===== config.mk =====
export PLATFORM = sky130hd
export DESIGN_NAME = stack_catcher_flat
export DESIGN_NICKNAME = d
export VERILOG_FILES = /design/src/rtl/stack_pkg.sv /design/src/rtl/stack_catcher_if.sv /design/src/rtl/stack_catcher_color_stack.sv /design/src/rtl/stack_catcher.sv /design/src/flat_wrapper.sv
export SDC_FILE = /design/constraint.sdc
export NUM_CORES = 1
export LEC_CHECK = 0
export ABC_AREA = 1
export CAP_MARGIN = 20
export CORE_MARGIN = 2
export CORE_UTILIZATION = 50
export CTS_CLUSTER_DIAMETER = 200
export DETAILED_ROUTE_END_ITERATION = 12
export PLACE_DENSITY = 0.82
export SYNTH_ARGS = -nofsm -noshare
export SYNTH_HDL_FRONTEND = slang
export SYNTH_SLANG_ARGS = --single-unit

===== constraint.sdc =====
create_clock -name clk -period 5.95 [get_ports clk]
set_input_delay 1.785 -clock clk [delete_from_list [all_inputs] [get_ports clk]]
set_output_delay 1.785 -clock clk [all_outputs]
set_load 0.03 [all_outputs]

===== src/rtl/stack_pkg.sv =====
// Shared Sky Stacker definitions: catcher state encoding, color width and
// default playfield geometry used by falling_item, the catcher and the renderer.
package stack_pkg;

    localparam int COLOR_W = 2;

    localparam int DEF_ITEM_W     = 32;
    localparam int DEF_ITEM_H     = 16;
    localparam int DEF_PLAYER_W   = 64;
    localparam int DEF_PLATFORM_Y = 440;
    localparam int DEF_GROUND_Y   = 480;
    localparam int DEF_MAX_STACK  = 8;
    localparam int DEF_MISS_LIMIT = 3;

    typedef enum logic [2:0] {
        TRACK    = 3'd0,
        CATCH    = 3'd1,
        MISS     = 3'd2,
        WAIT_ACK = 3'd3,
        OVER     = 3'd4
    } state_e;

endpackage


===== src/rtl/stack_catcher_if.sv =====
// Falling-item stream between falling_item (master) and stack_catcher (slave):
// per-step position/color plus the respawn req/ack handshake.
interface stack_catcher_if;
    import stack_pkg::*;

    logic               fall_tick;
    logic [9:0]         item_x;
    logic [9:0]         item_y;
    logic [COLOR_W-1:0] item_color;
    logic               respawn_req;
    logic               respawn_ack;

    modport master (
        output fall_tick, item_x, item_y, item_color, respawn_ack,
        input  respawn_req
    );

    modport slave (
        input  fall_tick, item_x, item_y, item_color, respawn_ack,
        output respawn_req
    );

endinterface


===== src/rtl/stack_catcher_color_stack.sv =====
// LIFO of stacked item colors. Clear wins over push; top reads 0 when empty
// so the renderer needs no separate empty flag.
module color_stack
    import stack_pkg::*;
#(
    parameter int DEPTH = DEF_MAX_STACK,
    parameter int CNT_W = $clog2(DEPTH + 1)
) (
    input  logic               clk,
    input  logic               rst,
    input  logic               push_i,
    input  logic               clear_i,
    input  logic [COLOR_W-1:0] data_i,
    output logic [COLOR_W-1:0] top_o,
    output logic [CNT_W-1:0]   count_o
);

    localparam int IDX_W = (DEPTH > 1) ? $clog2(DEPTH) : 1;

    logic [DEPTH-1:0][COLOR_W-1:0] mem_q;
    logic [CNT_W-1:0]              cnt_q;
    logic [IDX_W-1:0]              wr_idx;
    logic [IDX_W-1:0]              rd_idx;

    assign wr_idx = IDX_W'(cnt_q);
    assign rd_idx = IDX_W'(cnt_q - CNT_W'(1));

    always_ff @(posedge clk or posedge rst) begin
        if (rst) begin
            mem_q <= '0;
            cnt_q <= '0;
        end else if (clear_i) begin
            mem_q <= '0;
            cnt_q <= '0;
        end else if (push_i && (cnt_q < CNT_W'(DEPTH))) begin
            mem_q[wr_idx] <= data_i;
            cnt_q         <= cnt_q + CNT_W'(1);
        end
    end

    assign top_o   = (cnt_q == '0) ? '0 : mem_q[rd_idx];
    assign count_o = cnt_q;

endmodule


===== src/rtl/stack_catcher.sv =====
// Consumer of the falling-item stream: classifies each landing as catch or
// miss, keeps stack/score/miss bookkeeping and requests a respawn.
module stack_catcher
    import stack_pkg::*;
#(
    parameter int ITEM_W     = DEF_ITEM_W,
    parameter int ITEM_H     = DEF_ITEM_H,
    parameter int PLAYER_W   = DEF_PLAYER_W,
    parameter int PLATFORM_Y = DEF_PLATFORM_Y,
    parameter int GROUND_Y   = DEF_GROUND_Y,
    parameter int MAX_STACK  = DEF_MAX_STACK,
    parameter int MISS_LIMIT = DEF_MISS_LIMIT
) (
    input  logic               clk,
    input  logic               rst,
    stack_catcher_if.slave     bus,
    input  logic               pause_i,
    input  logic [9:0]         player_x_i,
    output logic               catch_pulse_o,
    output logic               miss_pulse_o,
    output logic               level_up_o,
    output logic [3:0]         stack_height_o,
    output logic [COLOR_W-1:0] top_color_o,
    output logic [7:0]         score_o,
    output logic [1:0]         misses_o,
    output logic               game_over_o
);

    localparam int CNT_W = $clog2(MAX_STACK + 1);

    state_e             state_q, state_d;
    logic [7:0]         score_q, score_d;
    logic [1:0]         misses_q, misses_d;
    logic [COLOR_W-1:0] color_q, color_d;

    logic [CNT_W-1:0]   height;
    logic               push, clear;
    logic               catch_p, miss_p, lvl_p, req, over;
    logic               active;
    logic [10:0]        bottom, stack_top, xl, pl;
    logic               overlap, landed, grounded;
    logic [1:0]         misses_inc;

    assign active = !pause_i;

    // All geometry in 11 bits so item_y + ITEM_H cannot wrap near the ground line.
    assign bottom    = {1'b0, bus.item_y} + 11'(ITEM_H);
    assign stack_top = 11'(PLATFORM_Y) - 11'(height) * 11'(ITEM_H);
    assign xl        = {1'b0, bus.item_x};
    assign pl        = {1'b0, player_x_i};
    assign overlap   = (xl + 11'(ITEM_W) > pl) && (xl < pl + 11'(PLAYER_W));
    assign landed    = bottom >= stack_top;
    assign grounded  = bottom >= 11'(GROUND_Y);
    assign misses_inc = misses_q + 2'd1;

    always_comb begin
        state_d  = state_q;
        score_d  = score_q;
        misses_d = misses_q;
        color_d  = color_q;
        catch_p  = 1'b0;
        miss_p   = 1'b0;
        lvl_p    = 1'b0;
        push     = 1'b0;
        clear    = 1'b0;
        req      = 1'b0;
        over     = 1'b0;
        case (state_q)
            TRACK: begin
                if (bus.fall_tick && active) begin
                    color_d = bus.item_color;
                    if (landed && overlap) state_d = CATCH;
                    else if (grounded)     state_d = MISS;
                end
            end
            CATCH: begin
                // Paused pulse states hold; the pulse fires on the first free cycle.
                if (active) begin
                    catch_p = 1'b1;
                    score_d = (score_q == 8'hFF) ? score_q : score_q + 8'd1;
                    if (height == CNT_W'(MAX_STACK - 1)) begin
                        clear = 1'b1;
                        lvl_p = 1'b1;
                    end else begin
                        push = 1'b1;
                    end
                    state_d = WAIT_ACK;
                end
            end
            MISS: begin
                if (active) begin
                    miss_p   = 1'b1;
                    misses_d = misses_inc;
                    state_d  = (misses_inc == 2'(MISS_LIMIT)) ? OVER : WAIT_ACK;
                end
            end
            WAIT_ACK: begin
                req = 1'b1;
                if (active && bus.respawn_ack) state_d = TRACK;
            end
            OVER: begin
                over = 1'b1;
            end
            default: state_d = TRACK;
        endcase
    end

    always_ff @(posedge clk or posedge rst) begin
        if (rst) begin
            state_q  <= TRACK;
            score_q  <= '0;
            misses_q <= '0;
            color_q  <= '0;
        end else begin
            state_q  <= state_d;
            score_q  <= score_d;
            misses_q <= misses_d;
            color_q  <= color_d;
        end
    end

    color_stack #(
        .DEPTH (MAX_STACK),
        .CNT_W (CNT_W)
    ) u_color_stack (
        .clk     (clk),
        .rst     (rst),
        .push_i  (push),
        .clear_i (clear),
        .data_i  (color_q),
        .top_o   (top_color_o),
        .count_o (height)
    );

    assign bus.respawn_req = req;
    assign catch_pulse_o   = catch_p;
    assign miss_pulse_o    = miss_p;
    assign level_up_o      = lvl_p;
    assign stack_height_o  = 4'(height);
    assign score_o         = score_q;
    assign misses_o        = misses_q;
    assign game_over_o     = over;

endmodule


===== src/flat_wrapper.sv =====
// flat-port wrapper written by rule: the top's interface ports become plain ports
module stack_catcher_flat import stack_pkg::*;
#(
    parameter int ITEM_W     = DEF_ITEM_W,
    parameter int ITEM_H     = DEF_ITEM_H,
    parameter int PLAYER_W   = DEF_PLAYER_W,
    parameter int PLATFORM_Y = DEF_PLATFORM_Y,
    parameter int GROUND_Y   = DEF_GROUND_Y,
    parameter int MAX_STACK  = DEF_MAX_STACK,
    parameter int MISS_LIMIT = DEF_MISS_LIMIT
)
  (clk, rst, pause_i, player_x_i, catch_pulse_o, miss_pulse_o, level_up_o, stack_height_o, top_color_o, score_o, misses_o, game_over_o, bus_fall_tick, bus_item_x, bus_item_y, bus_item_color, bus_respawn_ack, bus_respawn_req);
  stack_catcher_if bus_i ();
  input  logic clk;
  input  logic rst;
  input  logic pause_i;
  input  logic [9:0] player_x_i;
  output logic catch_pulse_o;
  output logic miss_pulse_o;
  output logic level_up_o;
  output logic [3:0] stack_height_o;
  output logic [COLOR_W-1:0] top_color_o;
  output logic [7:0] score_o;
  output logic [1:0] misses_o;
  output logic game_over_o;
  input wire logic [$bits(bus_i.fall_tick)-1:0] bus_fall_tick;
  input wire logic [$bits(bus_i.item_x)-1:0] bus_item_x;
  input wire logic [$bits(bus_i.item_y)-1:0] bus_item_y;
  input wire logic [$bits(bus_i.item_color)-1:0] bus_item_color;
  input wire logic [$bits(bus_i.respawn_ack)-1:0] bus_respawn_ack;
  output wire logic [$bits(bus_i.respawn_req)-1:0] bus_respawn_req;
  assign bus_i.fall_tick = bus_fall_tick;
  assign bus_i.item_x = bus_item_x;
  assign bus_i.item_y = bus_item_y;
  assign bus_i.item_color = bus_item_color;
  assign bus_i.respawn_ack = bus_respawn_ack;
  assign bus_respawn_req = bus_i.respawn_req;
  stack_catcher #(.ITEM_W(ITEM_W), .ITEM_H(ITEM_H), .PLAYER_W(PLAYER_W), .PLATFORM_Y(PLATFORM_Y), .GROUND_Y(GROUND_Y), .MAX_STACK(MAX_STACK), .MISS_LIMIT(MISS_LIMIT)) u_core (.clk(clk), .rst(rst), .bus(bus_i), .pause_i(pause_i), .player_x_i(player_x_i), .catch_pulse_o(catch_pulse_o), .miss_pulse_o(miss_pulse_o), .level_up_o(level_up_o), .stack_height_o(stack_height_o), .top_color_o(top_color_o), .score_o(score_o), .misses_o(misses_o), .game_over_o(game_over_o));
endmodule

# Yosys cells after proc, flatten, opt, wreduce, memory -nomap -nowiden
# Cells that the tools add are included.
# word_totals
in_bits	37
register_bits	35
output_inout_bits	21
# op_classes
n_lt_le_gt_ge	8
mux	29
reduce_logical	14
bitwise	3
n_eq_ne	12
add_sub_neg	8
# ops
cell	n
16-bit two-way mux	2
3-bit two-way mux	7
16-bit bitwise mux	1
3-bit one-hot mux with 5 select lines	1
10-bit by 5-bit adder with 11-bit output, second input constant	1
10-bit by 6-bit adder with 11-bit output, second input constant	1
10-bit by 7-bit adder with 11-bit output, second input constant	1
11-bit >= comparator	1
11-bit by 9-bit >= comparator with 1-bit output, second input constant	1
11-bit by 10-bit > comparator with 1-bit output	1
10-bit by 11-bit less-than comparator with 1-bit output	1
1-bit two-way mux	11
9-bit by 8-bit subtractor with 10-bit output, first input constant	1
8-bit by 1-bit adder with 8-bit output, second input constant	1
8-bit == test, second input constant	1
3-bit by 4-bit less-than comparator with 1-bit output, second input constant	2
4-bit two-way mux	2
2-bit binary-select mux with 3-bit select	1
2-bit demux with 3-bit select	1
3-bit by 2-bit == test with 1-bit output, second input constant	2
1-bit logical AND	6
2-bit two-way mux	3
6-bit AND reduction	1
4-bit by 1-bit adder with 4-bit output, second input constant	1
other kinds (18)	23

# Depth between registers and ports, before layout
# depth
depth_word	7
mapped_depth	17

# Modules after synthesis
# From an unflattened synthesis, not the netlist that was laid out.
# unflattened
hier_cells	394
area_unflattened_um2	2787.7
# by_module_without_submodules
mod	seq_area_each_um2	area_each_um2	cells_per_inst	instances
stack_catcher	375.4	1661.6	233	1
color_stack	500.5	1126.1	161	1

# Worst setup path after synthesis
# OpenSTA, ideal clock, no wires.
# synth_path
path_kind	input port to output port
start	input pause_i
end	output level_up_o
arrival_ns	2.434
slack_ns	1.731
cell_stages	3
path_cell_list	nor2_8 nand3_2 inv_1
# synth_via
elab_chain_cells	2
# synth_lines
item	line_no	rtl
from (decl)	flat_wrapper.sv:16	input logic pause_i;
1-bit two-way mux	stack_catcher.sv:78	if (active) begin
1-bit two-way mux	stack_catcher.sv:68	case (state_q)
to (decl)	flat_wrapper.sv:20	output logic level_up_o;
# No other way between the ends.

# Worst setup path in the final report
# Same ends and word-level chain as after synthesis.

==> impl_metrics.json <==
{
  "power_density_nw_per_um2": 423,
  "gp_congestion": 0.838,
  "cp_slowest_cell": "clkdlybuf4s50_1",
  "drive_gt1_share_pct": 7.35,
  "r2r_start": "u_core.u_color_stack.count_o[2]$_DFFE_PP0P_",
  "cts_tree": "done",
  "grt_pass1_wl_um": 10700,
  "max_slew_margin_pct": 49.3,
  "crit_arrival_ps": 3460,
  "grt.total_usage_pct": 22.0,
  "drv_cap": 0,
  "initial_core_util_pct": 52.3,
  "die_w_um": 77.4,
  "fin_setup_tns_ps": 0,
  "cts.sinks": 35,
  "leakage_nw": 1.74,
  "cts_buffer_depth": 2,
  "timing.critical_path.from": "pause_i",
  "synthAdderAreaFrac_pct": 14.4,
  "hold_path_class": "flip-flop to flip-flop",
  "yosys_most_used_dff": "dfrtp_1",
  "drc": 0,
  "synthSimpleGateAreaFrac_pct": 27.2,
  "cts.root.buffer_cell": "clkbuf_8",
  "cts_hold_buffers": 0,
  "hpwl_um": 4620,
  "dp_slack_ps": 715,
  "cts_setup_buffers": 0,
  "crit_top_cell": "clkdlybuf4s50_1",
  "cts_buffers": 5,
  "setup_viol": 0,
  "die_h_um": 77.4,
  "num_io_pins": 58,
  "drt_iter0_drc": 92,
  "syn_area_per_cell_um2": 7.80,
  "wl_per_cell_um": 12.6,
  "path_cells": "clkdlybuf4s50_1 -> nor2_8 -> nand3_2 -> inv_1 -> clkdlybuf4s50_1",
  "finalCritPeriodShare_pct": 88.2,
  "core_area_um2": 5140,
  "yosysUniqueCellTypes": 31,
  "antennaDiodeCount": 0,
  "clkSlewWorstSetupHoldPaths_ps": 70,
  "ff2ff_setup_slack_ps": 3750,
  "postLayoutCoreUtil_pct": 67.4,
  "synth_top_family_by_area": "simple AND/OR/NAND/NOR gates",
  "slowest_delay_ps": 690,
  "worstSetupPathType": "primary input to primary output",
  "routed_wl_um": 6030,
  "synth-edff-count": 0,
  "synth_largest_type_area_fraction_pct": 32.6,
  "firstDrtPassIters": 6,
  "yosys_register_bits": 35,
  "crit_fanout": 5,
  "die_area_um2": 5980,
  "synth.cell_area_um2": 2690,
  "max_freq_ghz": 0.191,
  "cp-end-kind": "primary output",
  "r2r-end": "u_core.state_q[1]$_DFFE_PP0P_",
  "reg2reg_depth": 12,
  "area_growth_syn_to_layout_pct": 28.7,
  "syn_nets": 413,
  "critPathRequiredTime_ps": 4160,
  "num_rows": 26,
  "grt_max_degree": 36,
  "synth.area.top_cells": "dfrtp_1 (33%), ha_1 (14%), nand2_1 (8.1%)",
  "synth_xor_area_share_pct": 5.21,
  "io_buffer_count": 57,
  "yosys.area.top_type": "dfrtp_1",
  "synthMuxAreaShare_pct": 0.419,
  "htreeDepth": 2,
  "start_kind": "primary input",
  "fin_ws_ps": 704,
  "num_vias": 2444,
  "grt-ovfl-total": 0,
  "skew_ps": 8.04,
  "grt_antenna_before_repair": 0,
  "syn_inst": 345,
  "tightest_slew_ps": 761,
  "drv_slew": 0,
  "layout.nets": 475,
  "async_reset_ff_share_pct": 100,
  "grt_setup_unrepaired": "no",
  "peakVddDrop_mv": 0.289,
  "clk_latency_ps": 290,
  "hold_viol": 0,
  "status": "finished clean",
  "holdWs_ps": 505,
  "grt_pass1_vias": 2527,
  "ys_seq_area_share_pct": 32.6,
  "synth_compound_area_share_pct": 11.8,
  "ys_warn_count": 0,
  "cts_resized": 0,
  "fin_crit_ps": 5250,
  "postRouteAntennaNets": 0,
  "via_per_inst": 5.11,
  "endpoint": "level_up_o"
}
==> synthesized netlist by cell type (3+ instances only) <==
cell type  count
buf_2          3
nor2_1        31
nor2_8         3
nor3_1         3
xor2_1         8
o21ai_0       21
nand3_2        3
xnor2_1        8
o21a_1         3
nand2_1       58
a21oi_1       21
ha_1          31
nand3_1       31
inv_1         49
nor2_2         3
nand4_1        4
dfrtp_1       35
o21ai_1       12
==> through the flow <==
step / total power, mW / instance area [µm²] / cells
floorplan: 0.964 / 2690 / 345
global placement: 1.20 / 3340 / 470
detailed placement: 1.23 / 3340 / 470
CTS: 1.47 / 3460 / 478
global route: 1.58 / 3460 / 478
finish: 1.46 / 3460 / 478
==> per-layer routing <==
metal  global-route usage, %  wire length (µm)  share of wire, %  up-vias
li1                        -                 -                 -     1251
met1                    25.4              2640                44     1124
met2                    40.3              3060                51       58
met3                    4.77               242               4.0       11
met4                    6.96                81               1.3        0
met5                       0                 0                 0        -
==> critical path, delay by kind of cell <==
kind	cells	cell delay [ps]
buffers and inverters	3	1350
AND/OR/NAND/NOR	2	320
==> flip-flops by register name (all words and copies together), names as in the netlist <==
signal and count:
u_core.u_color_stack.count_o 4, u_core.state_q 3, u_core.color_q 2, u_core.score_o 8, u_core.u_color_stack.mem_q 16, u_core.misses_o 2
==> cells in the final DEF, fill, tap and decap left out <==
cell	instances
clkinv_2	1
nor2_4	1
o21a_1	3
nand4_1	4
inv_2	2
nand3b_1	2
o21ai_0	21
a21oi_1	21
ha_1	31
or2_2	1
inv_1	49
a31oi_1	2
nor2_1	31
nand3_2	3
buf_4	2
clkbuf_8	6
nor3_4	2
dfrtp_1	35
inv_4	1
nand2_4	1
nand3_1	31
xor2_1	8
nor2_2	3
nand2_1	58
bufinv_16	1
xnor2_1	8
nand3_4	1
nor3_1	3
o22ai_1	2
nor2_8	3
mux2_2	1
inv_6	1
o21ai_1	12
clkdlybuf4s50_1	57
==> cells by family (layout without fill, tap and decap cells) <==
| kind of cell | count (synthesis) | count (layout) |
|---|---|---|
| and+or+nand+nor | 144 | 144 |
| AOI/OAI and AO/OA | 61 | 61 |
| buffers and inverters | 57 | 120 |
| DFF | 35 | 35 |
| adders and majority gates | 31 | 31 |
| xor gates and xnor gates | 16 | 16 |
| muxes | 1 | 1 |
==> worst min-delay path by stage <==
stage                                              startpoint                                   endpoint  depth (start not counted)
detailed placement             u_core.misses_o[0]$_DFFE_PP0P_             u_core.misses_o[0]$_DFFE_PP0P_                          1
global route                   u_core.misses_o[0]$_DFFE_PP0P_             u_core.misses_o[0]$_DFFE_PP0P_                          1
floorplan           u_core.u_color_stack.mem_q[0]$_DFFE_PP0P_  u_core.u_color_stack.mem_q[0]$_DFFE_PP0P_                          2
finish                         u_core.misses_o[0]$_DFFE_PP0P_             u_core.misses_o[0]$_DFFE_PP0P_                          1
global placement               u_core.misses_o[0]$_DFFE_PP0P_             u_core.misses_o[0]$_DFFE_PP0P_                          1
CTS                            u_core.misses_o[0]$_DFFE_PP0P_             u_core.misses_o[0]$_DFFE_PP0P_                          1
==> power by group <==
part / internal (mW) / switching, mW / total, mW
sequential: 0.330 / 0.112 / 0.443
combinational: 0.320 / 0.478 / 0.797
clock: 0.136 / 0.0885 / 0.224
total: 0.786 / 0.678 / 1.46
==> final cells by class <==
type	count	area, µm²
inverter	53	206
tap	70	87.6
timing repair buffer	59	586
sequential	35	876
clock inverter	2	35.0
fill	426	1680
multi-input combinational	253	1590
clock buffer	6	82.6
Power figures use the tool's default switching activity.
